### config.mk
export PLATFORM = sky130hd
export DESIGN_NAME = if_fetch_req_ctrl_flat
export DESIGN_NICKNAME = d
export VERILOG_FILES = /design/src/rtl/if_fetch_req_ctrl_if.sv /design/src/rtl/if_fetch_req_ctrl.sv /design/src/flat_wrapper.sv
export SDC_FILE = /design/constraint.sdc
export NUM_CORES = 1
export LEC_CHECK = 0
export ABC_AREA = 1
export CAP_MARGIN = 40
export CORE_AREA = 3 3 183 185
export DETAILED_ROUTE_END_ITERATION = 8
export DIE_AREA = 0 0 186 188
export SLEW_MARGIN = 20
export SYNTH_ARGS = -nofsm -noshare
export SYNTH_HDL_FRONTEND = slang
export SYNTH_SLANG_ARGS = --single-unit
### constraint.sdc
create_clock -name clk -period 2.5 [get_ports clk]
set_clock_uncertainty 0.15 [all_clocks]
set_input_delay 0.375 -clock clk [delete_from_list [all_inputs] [get_ports clk]]
set_output_delay 0.375 -clock clk [all_outputs]
set_load 0.05 [all_outputs]
### src/rtl/if_fetch_req_ctrl_if.sv
// if_fetch_req_ctrl_if: SRAM-like instruction bus (req/addr_ok/data_ok) between fetch controller and memory.
interface if_fetch_req_ctrl_if #(parameter int ADDR_W = 32);
  logic              req;
  logic              wr;
  logic [1:0]        size;
  logic [3:0]        wstrb;
  logic [31:0]       wdata;
  logic [ADDR_W-1:0] addr;
  logic              addr_ok;
  logic              data_ok;
  logic [31:0]       rdata;
  modport master (output req, wr, size, wstrb, wdata, addr, input addr_ok, data_ok, rdata);
  modport slave  (input req, wr, size, wstrb, wdata, addr, output addr_ok, data_ok, rdata);
endinterface

### src/rtl/if_fetch_req_ctrl.sv
// if_fetch_req_ctrl: pre-IF fetch controller owning the PC, one outstanding inst request, redirect-aware buffering.
module if_fetch_req_ctrl #(
  parameter logic [31:0] RESET_PC = 32'h1c000000,
  parameter int          ADDR_W   = 32
) (
  input  logic                 clk,
  input  logic                 resetn,
  input  logic                 fs_allowin,
  input  logic                 br_taken,
  input  logic [ADDR_W-1:0]    br_target,
  input  logic                 ex_flush,
  input  logic [ADDR_W-1:0]    ex_entry,
  if_fetch_req_ctrl_if.master  inst_sram,
  output logic                 fs_inst_valid,
  output logic [31:0]          fs_inst,
  output logic [ADDR_W-1:0]    fs_pc,
  output logic                 fs_adef
);
  typedef enum logic [1:0] {S_REQ, S_WAIT, S_HOLD} state_t;
  state_t state, state_nxt;
  logic [ADDR_W-1:0] pc, pc_inflight, pend_pc, redir_pc;
  logic discard, pend, redir, misaligned, drop;
  assign redir      = ex_flush | br_taken;
  assign redir_pc   = ex_flush ? ex_entry : br_target;
  assign misaligned = pc[1:0] != 2'b00;
  assign drop       = discard | redir;
  assign inst_sram.req   = resetn && state == S_REQ && !misaligned;
  assign inst_sram.wr    = 1'b0;
  assign inst_sram.size  = 2'b10;
  assign inst_sram.wstrb = 4'b0;
  assign inst_sram.wdata = 32'b0;
  assign inst_sram.addr  = pc;
  assign fs_inst_valid   = state == S_HOLD;
  always_ff @(posedge clk or negedge resetn)
    if (!resetn) state <= S_REQ;
    else         state <= state_nxt;
  always_comb begin
    state_nxt = state;
    case (state)
      S_REQ:   state_nxt = misaligned ? (redir ? S_REQ : S_HOLD) : (inst_sram.addr_ok ? S_WAIT : S_REQ);
      S_WAIT:  state_nxt = inst_sram.data_ok ? (drop ? S_REQ : S_HOLD) : S_WAIT;
      S_HOLD:  state_nxt = (redir || fs_allowin) ? S_REQ : S_HOLD;
      default: state_nxt = S_REQ;
    endcase
  end
  // A redirect seen before addr_ok is parked in pend_pc so the held request is never withdrawn.
  always_ff @(posedge clk or negedge resetn)
    if (!resetn) begin
      pc          <= ADDR_W'(RESET_PC);
      pc_inflight <= '0;
      pend_pc     <= '0;
      pend        <= 1'b0;
      discard     <= 1'b0;
      fs_inst     <= 32'b0;
      fs_pc       <= '0;
      fs_adef     <= 1'b0;
    end else begin
      case (state)
        S_REQ:
          if (misaligned) begin
            if (redir) pc <= redir_pc;
            else begin
              fs_inst <= 32'b0;
              fs_pc   <= pc;
              fs_adef <= 1'b1;
            end
          end else if (inst_sram.addr_ok) begin
            pc_inflight <= pc;
            pend        <= 1'b0;
            if (redir || pend) begin
              discard <= 1'b1;
              pc      <= redir ? redir_pc : pend_pc;
            end
          end else if (redir) begin
            pend_pc <= redir_pc;
            pend    <= 1'b1;
          end
        S_WAIT:
          if (inst_sram.data_ok) begin
            if (drop) begin
              discard <= 1'b0;
              if (redir) pc <= redir_pc;
            end else begin
              fs_inst <= inst_sram.rdata;
              fs_pc   <= pc_inflight;
              fs_adef <= 1'b0;
              pc      <= pc_inflight + ADDR_W'(4);
            end
          end else if (redir) begin
            discard <= 1'b1;
            pc      <= redir_pc;
          end
        S_HOLD:
          if (redir) pc <= redir_pc;
        default: ;
      endcase
    end
endmodule

### src/flat_wrapper.sv
// flat-port wrapper written by rule: the top's interface ports become plain ports
module if_fetch_req_ctrl_flat 
#(
  parameter logic [31:0] RESET_PC = 32'h1c000000,
  parameter int          ADDR_W   = 32
)
  (clk, resetn, fs_allowin, br_taken, br_target, ex_flush, ex_entry, fs_inst_valid, fs_inst, fs_pc, fs_adef, inst_sram_req, inst_sram_wr, inst_sram_size, inst_sram_wstrb, inst_sram_wdata, inst_sram_addr, inst_sram_addr_ok, inst_sram_data_ok, inst_sram_rdata);
  if_fetch_req_ctrl_if #(.ADDR_W(ADDR_W)) inst_sram_i ();
  input  logic clk;
  input  logic resetn;
  input  logic fs_allowin;
  input  logic br_taken;
  input  logic [ADDR_W-1:0] br_target;
  input  logic ex_flush;
  input  logic [ADDR_W-1:0] ex_entry;
  output logic fs_inst_valid;
  output logic [31:0] fs_inst;
  output logic [ADDR_W-1:0] fs_pc;
  output logic fs_adef;
  output wire logic [$bits(inst_sram_i.req)-1:0] inst_sram_req;
  output wire logic [$bits(inst_sram_i.wr)-1:0] inst_sram_wr;
  output wire logic [$bits(inst_sram_i.size)-1:0] inst_sram_size;
  output wire logic [$bits(inst_sram_i.wstrb)-1:0] inst_sram_wstrb;
  output wire logic [$bits(inst_sram_i.wdata)-1:0] inst_sram_wdata;
  output wire logic [$bits(inst_sram_i.addr)-1:0] inst_sram_addr;
  input wire logic [$bits(inst_sram_i.addr_ok)-1:0] inst_sram_addr_ok;
  input wire logic [$bits(inst_sram_i.data_ok)-1:0] inst_sram_data_ok;
  input wire logic [$bits(inst_sram_i.rdata)-1:0] inst_sram_rdata;
  assign inst_sram_req = inst_sram_i.req;
  assign inst_sram_wr = inst_sram_i.wr;
  assign inst_sram_size = inst_sram_i.size;
  assign inst_sram_wstrb = inst_sram_i.wstrb;
  assign inst_sram_wdata = inst_sram_i.wdata;
  assign inst_sram_addr = inst_sram_i.addr;
  assign inst_sram_i.addr_ok = inst_sram_addr_ok;
  assign inst_sram_i.data_ok = inst_sram_data_ok;
  assign inst_sram_i.rdata = inst_sram_rdata;
  if_fetch_req_ctrl #(.RESET_PC(RESET_PC), .ADDR_W(ADDR_W)) u_core (.clk(clk), .resetn(resetn), .fs_allowin(fs_allowin), .br_taken(br_taken), .br_target(br_target), .ex_flush(ex_flush), .ex_entry(ex_entry), .inst_sram(inst_sram_i), .fs_inst_valid(fs_inst_valid), .fs_inst(fs_inst), .fs_pc(fs_pc), .fs_adef(fs_adef));
endmodule
== After elaboration in Yosys (flattened, before gate mapping) ==
Cells that the tools add are included.
Storage, ports and cells
  register bits: 165
  input bits: 103
  output and inout port bits: 138
  word-level logic and storage cells: 82
Operators by class
  $add $sub $neg: 1
  eq/ne operators: 13
  mux-type cells: 39
  bitwise operators: 4
  reductions and logical operators: 16
Operators by type and width (count)
  two-way mux 32 bit: 16
  one-hot mux 32 bit (2 select lines): 2
  one-hot mux 32 bit (3 select lines): 1
  adder 32 x 3 -> 32 bit (second input constant): 1
  two-way mux 1 bit: 12
  != test 2 bit (second input constant): 6
  != test 3 x 2 -> 1 bit (second input constant): 4
  AND reduction 3 bit: 4
  two-way mux 2 bit: 5
  one-hot mux 2 bit (3 select lines): 1
  AND reduction 6 bit: 1
  nonzero test 2 bit: 3
  AND reduction 5 bit: 1
  one-hot mux 1 bit (2 select lines): 2
  nonzero test 3 bit: 1
  == test 2 x 1 -> 1 bit (second input constant): 1
  == test 2 bit (second input constant): 1
  logical AND 1 bit: 2
  zero test 2 bit: 1
  logical OR 1 bit: 2
  != test 2 x 1 -> 1 bit (second input constant): 1
  inverter 1 bit: 2
  OR 1 bit: 2
  zero test 1 bit: 1

== Logic depth before layout (Yosys ltp) ==
  depth in word-level cells: 6
  depth in mapped cells: 14
  gate-level depth less buffers: 13

== Worst setup path before layout ==
No wires, ideal clock.
  path kind: flip-flop to output port
  start point: reg u_core.pc[0] (netlist: u_core.inst_sram.addr[0])
  end point: out inst_sram_req
  arrival time: 1.914 ns
  path slack: 0.061 ns
  stages on the path, launching flop included: 6
  buffers on the path: 2
  cells stage by stage: dfrtp_1 -> nor2_1 -> inv_1 -> buf_2 -> buf_1 -> nor2_1
Between the ends
  word-level cells in the longest chain between the ends: 3
RTL lines
  from (decl): RTL line if_fetch_req_ctrl.sv:21  | logic [ADDR_W-1:0] pc, pc_inflight, pend_pc, redir_pc;
  from (signal assigned): RTL line if_fetch_req_ctrl.sv:49  | pc <= ADDR_W'(RESET_PC);
  from (signal assigned): RTL line if_fetch_req_ctrl.sv:61  | if (redir) pc <= redir_pc;
  from (signal assigned): RTL line if_fetch_req_ctrl.sv:72  | pc <= redir ? redir_pc : pend_pc;
  nonzero test 2 bit: RTL line if_fetch_req_ctrl.sv:25  | assign misaligned = pc[1:0] != 2'b00;
  zero test 1 bit: RTL line if_fetch_req_ctrl.sv:27  | assign inst_sram.req = resetn && state == S_REQ && !misaligned;
  logical AND 1 bit: RTL line if_fetch_req_ctrl.sv:27
  to (decl): RTL line flat_wrapper.sv:20  | output wire logic [$bits(inst_sram_i.req)-1:0] inst_sram_req;
Every way passes these cells.

== Final worst setup path ==
  start point: reg u_core.pc[6] (netlist: u_core.inst_sram.addr[6])
  end point: out inst_sram_addr[6]
RTL lines
  to (decl): RTL line flat_wrapper.sv:25  | output wire logic [$bits(inst_sram_i.addr)-1:0] inst_sram_addr;
No word-level cell between the ends.

==> reports/qor.yml <==
status: "finished clean"
crit_arrival_ns: 1.84
final_util_pct: 39.7
p_per_area_mw_per_mm2: 1380
critPathRequiredTime_ns: 1.98
slowest_delay_ns: 0.88
synth-seq-cells: 165
hold_class: "register to register"
final.setup.worst_slack_ns: 0.136
n_antenna_cell: 0
syn_to_final_growth_pct: 33.7
hold_violations: 0
synth.largest_area_cell: "dfrtp_1"
grt_max_degree: 114
grt_setup_unrepaired: "no"
portBuffers: 201
yosysMostFrequentCell: "nand2_1"
yosysSeqAreaShare_pct: 43.2
wl_per_cell_um: 16.5
clockBufferDepth: 2
slew_headroom_pct: 52.2
synth-async-reset-ratio_pct: 100
synth_area_per_cell_um2: 7.22
syn_area_mm2: 0.00957
path_cells: "clkdlybuf4s50_1"
yosys_warnings: 0
drive_gt1_share_pct: 7.97
whs_ns: 0.344
post_drt_via_cell_ratio: 4.77
fin_crit_sh_pct: 94.6
die_area_mm2: 0.0350
num_vias: 9304
grt_pass1_vias: 8569
grt_pass1_wl_mm: 49.8
ir_drop_uv: 489
period_needed_ns: 2.36
critPathLaunch: "u_core.inst_sram.addr[6]"
grtUsageTotal_pct: 18.2
cts_num_sinks: 165
routed_wl_mm: 32.1
reg2reg_depth: 11
core_area_mm2: 0.0322
setup_viol: 0
io_pins: 241
gr-total-overflow: 0
die_h_um: 188
cts-buffers-inserted: 17
tns_ns: 0
path_delay_family: "buffers and inverters"
synthTopCellsByArea: "dfrtp_1 (42%), nand2_1 (15%), nor2_1 (7.0%), a21oi_1 (5.4%), buf_4 (3.8%)"
worstReg2RegStart: "u_core.state[0]"
netlist_instances: 1325
nNetsFinal: 1638
crit_cells: 1
cts_root_buf: "clkbuf_16"
htreeDepth: 4
r2r_setup_slack_ns: 0.33
n_fill_cell: 3249
synth.distinct_cells: 40
maxSlewViolCount: 0
ant_nets: 0
critical-path-slowest-cell: "clkdlybuf4s50_1"
cts_tree: "built"
gp_congestion: 0.894
fp-row-count: 66
cp_max_fo: 5
r2r-end: "u_core.fs_inst[4]"
end_kind: "output port"
cap_violations: 0
dp_hpwl_mm: 24.3
first_iter_violations: 594
ys_top_cells_by_count: "nand2_1 (374), nor2_1 (179), dfrtp_1 (162)"
synth_enable_flop_cells: 0
antenna_found_initial: 0
crit_type: "register to output port"
fmax_ghz: 0.423
clk_latency_ns: 0.44
die_w_um: 186
drc: 0
synth_top_area_share_pct: 42.4
clk_pin_slew_ns: 0.07
worst-slew-pin-transition_ns: 0.717
initial_core_util_pct: 29.7
start_kind: "register"
ys.flop_type: "dfrtp_1"
crit_buf_inv: 1
place_ws_ns: -0.105
cts_setup_buffers: 0
power_leakage_nw: 5.76
crit_path_end: "inst_sram_addr[6]"
dr.pass1.iters: 7
==> how the worst min path moves through the flow <==
| stage | startpoint | to | slack (ns) | cells after the start |
|---|---|---|---|---|
| CTS | u_core.inst_sram.addr[28] | u_core.inst_sram.addr[28] | 0.35 | 2 |
| detailed placement | u_core.inst_sram.addr[28] | u_core.inst_sram.addr[28] | 0.34 | 2 |
| global route | u_core.inst_sram.addr[28] | u_core.inst_sram.addr[28] | 0.36 | 2 |
| global placement | u_core.pc_inflight[1] | u_core.pc_inflight[1] | 0.33 | 2 |
| floorplan | resetn | u_core.discard | -0.07 | 0 |
| finish | u_core.inst_sram.addr[28] | u_core.inst_sram.addr[28] | 0.34 | 2 |
==> where the power goes <==
part / internal [W] / switching (W)
clock: 0.00178 / 0.00117
combinational: 0.00329 / 0.00640
sequential: 0.00390 / 0.00112
total: 0.00897 / 0.00868
==> metal layers <==
layer / global-route usage [%] / vias up / share of wire, %
li1: - / 4642 / -
met1: 27.5 / 4282 / 49
met2: 26.8 / 362 / 43
met3: 3.74 / 18 / 7.8
met4: 3.92 / 0 / 0.96
met5: 0 / - / 0
==> metrics by stage <==
stage	power, W	instance area [um2]	instances
global placement	0.0146	12100	1918
floorplan	0.0113	9710	1362
global route	0.0189	12800	1951
CTS	0.0177	12800	1951
finish	0.0177	12800	1951
detailed placement	0.0148	12100	1918
==> state kept, by name (all words and copies together), names as in the netlist <==
signal	flops
u_core.state	2
u_core.fs_inst	32
u_core.pc_inflight	32
u_core.fs_pc	32
u_core.pend_pc	32
u_core.discard	1
u_core.pend	1
u_core.fs_adef	1
u_core.inst_sram.addr	32
==> cell type report <==
class	count	area, um2	share of cell area [%]
Inverter	100	375	2.93
Clock buffer	17	425	3.33
Multi-Input combinational cell	984	4560	35.6
Tap cell	408	510	3.99
Sequential cell	165	4130	32.3
Clock inverter	15	224	1.75
Timing Repair Buffer	262	2570	20.1
==> cells in the final DEF, fill, tap and decap left out, types with 5 or more instances in the layout <==
| cell | n |
|---|---|
| a22o_1 | 32 |
| a31oi_1 | 37 |
| dfrtp_1 | 162 |
| nand4_1 | 6 |
| nor2_1 | 177 |
| clkdlybuf4s50_1 | 198 |
| inv_2 | 8 |
| inv_6 | 5 |
| buf_12 | 8 |
| o211ai_1 | 8 |
| clkbuf_16 | 17 |
| inv_1 | 86 |
| buf_4 | 53 |
| clkinv_1 | 6 |
| conb_1 | 39 |
| ha_1 | 5 |
| nor2_4 | 6 |
| o21ai_1 | 10 |
| o21ai_0 | 73 |
| nand3_1 | 62 |
| nand2_1 | 374 |
| bufinv_16 | 5 |
| or2_1 | 5 |
| nor3_1 | 11 |
| a21oi_1 | 103 |
==> timing repair <==
item | in CTS | in global routing
endpoints found under the hold margin | 111 | 0
gates resized for setup | 1 | 0
hold buffers | 1 | 0
endpoints found under the setup margin | 1 | 0
==> kinds of logic (layout without fill, tap and decap cells) <==
group                    count (synthesis)  after routing  synth area share [%]
AND/OR/NAND/NOR                        658            658                  28.0
AO/OA/AOI/OAI                          275            275                  16.6
buffers and inverters                  213            394                  10.8
flip-flops                             165            165                  43.2
adder cells (fa/ha/maj)                  5              5                 0.654
XOR/XNOR                                 5              5                 0.457
other                                    2             39                0.0785
multiplexers                             2              2                 0.209
No activity file was read; power rests on OpenSTA's default activity.
